`src/rtl/prog_counter.sv`:
```
// Fetch-stage program counter: start/run/halt sequencing, three PC save
// registers used as jump targets, and a saturating RUN cycle counter.
module prog_counter #(
    parameter int PC_W       = 10,
    parameter int START_ADDR = 0,
    parameter int CNT_W      = 16
) (
    input  logic             Clk,
    input  logic             Reset,
    input  logic             Start,
    input  logic             Ack,
    input  logic             JumpEqual,
    input  logic             JumpNotEqual,
    input  logic             OffsetEn,
    input  logic [1:0]       PCRegSelect,
    input  logic [7:0]       SaveOffset,
    input  logic             Zero,
    output logic [PC_W-1:0]  ProgCtr,
    output logic             Done,
    output logic             Running,
    output logic [CNT_W-1:0] CycleCount
);

    localparam int AW = (PC_W > 8) ? PC_W : 8;
    localparam logic [PC_W-1:0] START_PC = PC_W'(START_ADDR);

    typedef enum logic [1:0] {
        S_IDLE = 2'd0,
        S_RUN  = 2'd1,
        S_HALT = 2'd2
    } state_t;

    state_t state_q, state_d;

    logic [PC_W-1:0]  pc_q, pc_d;
    logic [PC_W-1:0]  reg1_q, reg1_d;
    logic [PC_W-1:0]  reg2_q, reg2_d;
    logic [PC_W-1:0]  reg3_q, reg3_d;
    logic [CNT_W-1:0] cnt_q, cnt_d;
    logic             done_q, done_d;
    logic             run_q, run_d;

    logic             jump;
    logic             taken;
    logic             sel_any;
    logic [PC_W-1:0]  pc_inc;
    logic [PC_W-1:0]  target;
    logic [AW-1:0]    save_sum;
    logic [PC_W-1:0]  save_val;
    logic [CNT_W-1:0] cnt_inc;

    // je and jne together act as an unconditional jump
    assign jump     = JumpEqual | JumpNotEqual;
    assign taken    = (JumpEqual & JumpNotEqual)
                    | (JumpEqual & Zero)
                    | (JumpNotEqual & ~Zero);
    assign sel_any  = |PCRegSelect;
    assign pc_inc   = pc_q + PC_W'(1);
    assign save_sum = AW'(pc_q) + AW'(1)
                    + (OffsetEn ? AW'(SaveOffset) : AW'(0));
    assign save_val = save_sum[PC_W-1:0];
    assign cnt_inc  = (&cnt_q) ? cnt_q : cnt_q + CNT_W'(1);

    always_comb begin
        case (PCRegSelect)
            2'd2:    target = reg2_q;
            2'd3:    target = reg3_q;
            default: target = reg1_q;
        endcase
    end

    always_ff @(posedge Clk or negedge Reset) begin
        if (!Reset) begin
            state_q <= S_IDLE;
            pc_q    <= START_PC;
            reg1_q  <= '0;
            reg2_q  <= '0;
            reg3_q  <= '0;
            cnt_q   <= '0;
            done_q  <= 1'b0;
            run_q   <= 1'b0;
        end else begin
            state_q <= state_d;
            pc_q    <= pc_d;
            reg1_q  <= reg1_d;
            reg2_q  <= reg2_d;
            reg3_q  <= reg3_d;
            cnt_q   <= cnt_d;
            done_q  <= done_d;
            run_q   <= run_d;
        end
    end

    always_comb begin
        state_d = state_q;
        unique case (state_q)
            S_IDLE: if (!Start) state_d = S_RUN;
            S_RUN: begin
                if (Start)    state_d = S_IDLE;
                else if (Ack) state_d = S_HALT;
            end
            S_HALT: if (Start) state_d = S_IDLE;
            default: state_d = S_IDLE;
        endcase
    end

    always_comb begin
        pc_d   = pc_q;
        reg1_d = reg1_q;
        reg2_d = reg2_q;
        reg3_d = reg3_q;
        cnt_d  = cnt_q;
        done_d = (state_d == S_HALT);
        run_d  = (state_d == S_RUN);
        unique case (state_q)
            S_IDLE: begin
                pc_d  = START_PC;
                cnt_d = '0;
            end
            S_RUN: begin
                if (Start) begin
                    pc_d  = START_PC;
                    cnt_d = '0;
                end else begin
                    cnt_d = cnt_inc;
                    if (!Ack) begin
                        if (taken && sel_any) begin
                            pc_d = target;
                        end else begin
                            pc_d = pc_inc;
                            // spc: save only when no jump is encoded
                            if (!jump && sel_any) begin
                                case (PCRegSelect)
                                    2'd1:    reg1_d = save_val;
                                    2'd2:    reg2_d = save_val;
                                    default: reg3_d = save_val;
                                endcase
                            end
                        end
                    end
                end
            end
            S_HALT: begin
                if (Start) begin
                    pc_d  = START_PC;
                    cnt_d = '0;
                end
            end
            default: begin
                pc_d  = START_PC;
                cnt_d = '0;
            end
        endcase
    end

    assign ProgCtr    = pc_q;
    assign Done       = done_q;
    assign Running    = run_q;
    assign CycleCount = cnt_q;

endmodule

```
`config.mk`:
```
export PLATFORM = sky130hd
export DESIGN_NAME = prog_counter
export DESIGN_NICKNAME = d
export VERILOG_FILES = /design/src/rtl/prog_counter.sv
export SDC_FILE = /design/constraint.sdc
export NUM_CORES = 1
export LEC_CHECK = 0
export ABC_AREA = 1
export BUFFER_PORTS_ARGS = -buffer_cell sky130_fd_sc_hd__buf_4
export CAP_MARGIN = 30
export CORE_MARGIN = 2
export CORE_UTILIZATION = 45
export DETAILED_ROUTE_END_ITERATION = 10
export GPL_TIMING_DRIVEN = 0
export PLACE_DENSITY = 0.67
export SLEW_MARGIN = 20
export SYNTH_ARGS = -nofsm -noshare
export SYNTH_HDL_FRONTEND = slang
export SYNTH_SLANG_ARGS = --single-unit
```
`constraint.sdc`:
```
create_clock -name Clk -period 2.41 [get_ports Clk]
set_clock_uncertainty 0.15 [all_clocks]
set_input_delay 0.6025 -clock Clk [delete_from_list [all_inputs] [get_ports Clk]]
set_output_delay 0.6025 -clock Clk [all_outputs]
set_load 0.1 [all_outputs]
```
---- Yosys cells after proc, flatten, opt, wreduce, memory -nomap -nowiden ----
Index checks and enable logic that the tools add are counted.
storage, ports and cells
  output and inout port bits .............. 28
  RAM bits ................................ 0
  memories ................................ 0
  input bits .............................. 18
  bits in latches ......................... 0
  logic and storage cells ................. 60
  register bits ........................... 60
  memory bits (read-only) ................. 0
operators by class
  add/subtract/negate cells ............... 3
  eq/ne operators ......................... 10
  multipliers ............................. 0
  muxes and demuxes ....................... 16
  shifts and indexed selects .............. 0
  reductions and logical operators ........ 12
  bitwise logic cells ..................... 11
  div/mod/pow operators ................... 0
  $lt $le $gt $ge ......................... 0
operators with widths
  cell                                           count
  2-to-1 mux 16 bit                              3
  2-to-1 mux 10 bit                              4
  one-hot mux 10 bit (2 select lines)            2
  one-hot mux 16 bit (2 select lines)            1
  AND reduction 6 bit                            3
  adder 16 x 1 -> 16 bit, second input constant  1
  AND reduction 16 bit                           1
  adder 10 x 1 -> 10 bit, second input constant  1
  adder 10 x 8 -> 10 bit                         1
  == test 2 bit, second input constant           4
  2-to-1 mux 2 bit                               4
  2-to-1 mux 8 bit                               1
  == test 2 x 1 -> 1 bit, second input constant  3
  inequality test 3 bit, second input constant   2
  one-hot mux 2 bit (3 select lines)             1
  NOT 1 bit                                      5
  AND reduction 2 bit                            2
  OR reduction 2 bit                             2
  bitwise AND 1 bit                              3
  OR 1 bit                                       3
  logical AND 1 bit                              2
  logical NOT 2 bit                              1
  inequality test 2 bit, second input constant   1
  logical NOT 1 bit                              1

---- Logic depth before layout (Yosys ltp) ----
  word-level depth ........................ 8
  mapped depth ............................ 17
  gate-level depth less buffers ........... 17

---- Least setup slack after synthesis ----
OpenSTA, ideal clock, no wires.
  path kind ............................... reg-to-reg
  start point ............................. reg pc_q[0], in the netlist ProgCtr[0]
  end point ............................... reg reg3_q[7]
  setup time .............................. 132 ps
  period minus slack after synthesis ...... 3134 ps
  path buffers ............................ 0
  cell stages (with the launch flop) ...... 15
  slack ................................... -724 ps
  data arrival time ....................... 2852 ps
  required time ........................... 2128 ps
  cells stage by stage .................... dfrtp_1 ha_1 nand2_1 nor2_2 nand3_1 nand2_1 nand2_1 ha_1 nand2_1 inv_1 a21oi_1 nand2_1 or2_2 nand3_1 o21ai_0
on the way
  cells in the longest elaborated chain, start to end .. 2
ends and longest elaborated chain
  item                      RTL line  RTL
  start: declaration        35        logic [PC_W-1:0] pc_q, pc_d;
  start signal: assignment  84        pc_q <= pc_d;
  adder 10 x 1 -> 10 bit    59        assign save_sum = AW'(pc_q) + AW'(1)
  adder 10 x 8 -> 10 bit    60        + (OffsetEn ? AW'(SaveOffset) : AW'(0));
  end signal: assignment    87        reg3_q <= reg3_d;
  end: declaration          38        logic [PC_W-1:0] reg3_q, reg3_d;
No other way between the ends.
A chain may end at the register's enable or synchronous reset.

---- Final worst setup path ----
  start point ............................. reg pc_q[1], in the netlist ProgCtr[1]
  end point ............................... reg reg3_q[9]
Same word-level chain as after synthesis.

==> impl_metrics.csv <==
group,metric,value,unit
synth,synth-edff-count,0,
placed_design,gp_congestion,0.921,
global_route,antenna_found_initial,0,
synth,ys_seq_area_frac,0.407,
job,maxCapViolCount,0,
synth,synthArstFlopShare,1.00,
drt,via_per_inst,5.28,
hold_path,hold_path.class,"in -> async",
clock_network,cts_buffer_depth,2,
timing,slew_headroom,0.481,
synth,syn_area_per_cell,7.36,sq um
worst_setup_path,crit_path_end,"reg3_q[9]",
global_route,grt_max_degree,61,
timing,rsz0062_at_grt,"yes",
timing,fmax,0.421,GHz
worst_setup_path,reg2reg_to,"reg3_q[9]",
global_route,grt_overflow,0,
placed_design,dp_hpwl,7.02,mm
placed_design,numPortBuffers,44,
die,fp.dieW,94.6,um
clock_network,cts_buffers,9,
drt,drc,0,
die,num_io_pins,46,
die,core-area,8090,sq um
synth,synth.area.top_cells,"dfrtp_1, nand2_1, inv_1",
drt,wl_per_cell,14.7,um
timing,finalSetupViolations,0,
drt,drt_wl_total,9.95,mm
die,start_util,0.456,
synth,yosys_warnings,0,
synth,synth_fp_nets,534,
worst_setup_path,crit_path_end_kind,"flip-flop",
synth,synth_top_area_frac,0.407,
worst_setup_path,start_kind,"flip-flop",
worst_setup_path,reg2reg_depth,16,
synth,yosysUniqueCellTypes,34,
finish,area_delta_synth_final,25.5,%
synth,yosys.area.top_type,"dfrtp_1",
finish,layout_commonest_cell,"nand2_1",
timing,maxSlewViolCount,0,
die,die_area,8940,sq um
power_and_ir_drop,max-vdd-ir-drop,331,uV
finish,layout.nets,600,
die,die_h,94.6,um
timing,worst_pin_slew,0.778,ns
timing,min_period,2.37,ns
timing,hold_violations,0,
finish,final_cell_mix,"nand2_1, inv_1, buf_4",
worst_setup_path,crit_start,"ProgCtr[1]",
synth,synth_ff_type,"dfrtp_1",
finish,antennaDiodeCount,0,
worst_setup_path,worstPathArrival,2.46,ns
die,rows,33,
timing,setup-tns-final,0,ns
timing,fin_crit_sh,0.985,
worst_setup_path,r2r-start,"ProgCtr[1]",
clock_network,clk_latency,0.35,ns
synth,syn_area,3690,sq um
finish,drive_gt1_frac,0.245,
power_and_ir_drop,power,2.29,mW
global_route,first_global_vias,3181,
clock_network,clk_pin_slew,0.08,ns
global_route,track_usage,0.228,
synth,syn_inst,501,
drt,antenna_left,0,
worst_setup_path,regToRegSetupSlack,0.04,ns
power_and_ir_drop,p_leak,2.31,nW
clock_network,clock_sinks,60,
power_and_ir_drop,power_density,494,nW/um^2
clock_network,root_buffer,"clkbuf_8",
worst_setup_path,critPathMaxFanout,5,
clock_network,cts_max_level,3,
drt,via_count,3572,
clock_network,cts_tree,"yes",
synth,ys_ff_latch,60,
drt,drtIter0Drc,192,
worst_setup_path,required,2.49,ns
drt,first_pass_iters,6,
timing,whs,0.171,ns
worst_setup_path,path_class,"reg -> reg",
global_route,grt_pass1_wl,15.7,mm
status,status,"complete, no violations",
[power by group]
| part | internal [mW] | switching, mW | total, mW |
|---|---|---|---|
| clock network | 0.368 | 0.422 | 0.790 |
| registers | 1.07 | 0.0342 | 1.10 |
| logic | 0.124 | 0.276 | 0.399 |
| total | 1.56 | 0.732 | 2.29 |
[worst max-delay path, cell delays in order, from the launching register on]
cell     delay (ns)
dfrtp_4        0.51
ha_4           0.18
nand2_4        0.06
nor2_4         0.04
xor2_1         0.15
inv_1          0.10
ha_4           0.28
nand2_4        0.08
nand2_2        0.05
a21oi_2        0.15
nand2_2        0.08
nand2_2        0.11
nand2_4        0.08
nand2_4        0.06
nand2_4        0.06
nand3_2        0.06
nand2_1        0.05
[what timing repair did]
item,in CTS,in global routing
cloned,0,0
buffers inserted,4,7
hold buffers,0,0
endpoints found under the setup margin,9,12
resized for setup,4,34
hold endpoints to repair,0,0
pin swaps,0,18
[cell families (layout without fill, tap and decap cells)]
logic type	Yosys count	after routing	share of synthesized area
buffers and inverters	81	152	0.0888
AOI/OAI and AO/OA	71	71	0.107
DFF	60	60	0.407
adders and majority gates	15	15	0.0529
and+or+nand+nor	263	263	0.318
xor gates and xnor gates	11	11	0.0261
[through the flow]
| step | utilization | setup slack (ns) | cell area [sq um] | std cells |
|---|---|---|---|---|
| final | 0.572 | 0.0357 | 4630 | 677 |
| after global routing | 0.572 | -0.0550 | 4630 | 677 |
| after CTS | 0.550 | -0.0237 | 4450 | 670 |
| after detailed placement | 0.523 | -0.233 | 4240 | 650 |
| after global placement | 0.523 | -0.194 | 4240 | 650 |
| after floorplan | - | -0.0750 | 3770 | 501 |
[flip-flops by register name, summed over array words and instances, names as in the netlist]
signal / cells
CycleCount: 16
state_q: 2
reg3_q: 10
reg1_q: 10
Done: 1
ProgCtr: 10
reg2_q: 10
Running: 1
[synthesized netlist by cell type, types with 3 or more instances]
| library cell | count |
|---|---|
| nand3_1 | 45 |
| or2_2 | 3 |
| o211ai_1 | 5 |
| clkbuf_1 | 3 |
| dfrtp_1 | 60 |
| nand4_1 | 17 |
| nor2_1 | 24 |
| o21ai_0 | 39 |
| nor3_1 | 5 |
| o21ai_2 | 4 |
| buf_2 | 5 |
| ha_1 | 14 |
| nand2_2 | 3 |
| inv_1 | 67 |
| inv_2 | 3 |
| o21ai_1 | 7 |
| xnor2_1 | 3 |
| nand2_1 | 154 |
| xor2_1 | 8 |
| nor2_2 | 5 |
| a21oi_1 | 11 |
[per-layer routing]
layer,up-vias,global-route usage,part of all wire
met5,-,0,0
met4,0,0.0797,0.018
met3,18,0.0447,0.043
met2,71,0.345,0.46
met1,1720,0.327,0.47
li1,1763,-,-
[worst min path at each step]
stage	endpoint	from	slack (ns)
after floorplan	CycleCount[0]	Reset	0.16
after global placement	reg1_q[1]	reg1_q[1]	0.31
after detailed placement	reg1_q[2]	reg1_q[2]	0.32
after CTS	CycleCount[10]	Reset	0.20
after global routing	CycleCount[6]	Reset	0.23
final	CycleCount[6]	Reset	0.17
[final cells by class]
class	instances	area, sq um
fill	772	3460
multi-input combinational	360	2070
sequential	60	1530
timing repair buffer	55	420
inverter	71	269
clock buffer	11	131
tap	105	131
buffer	10	58.8
clock inverter	5	30.0
(Power assumes the default switching activity.)
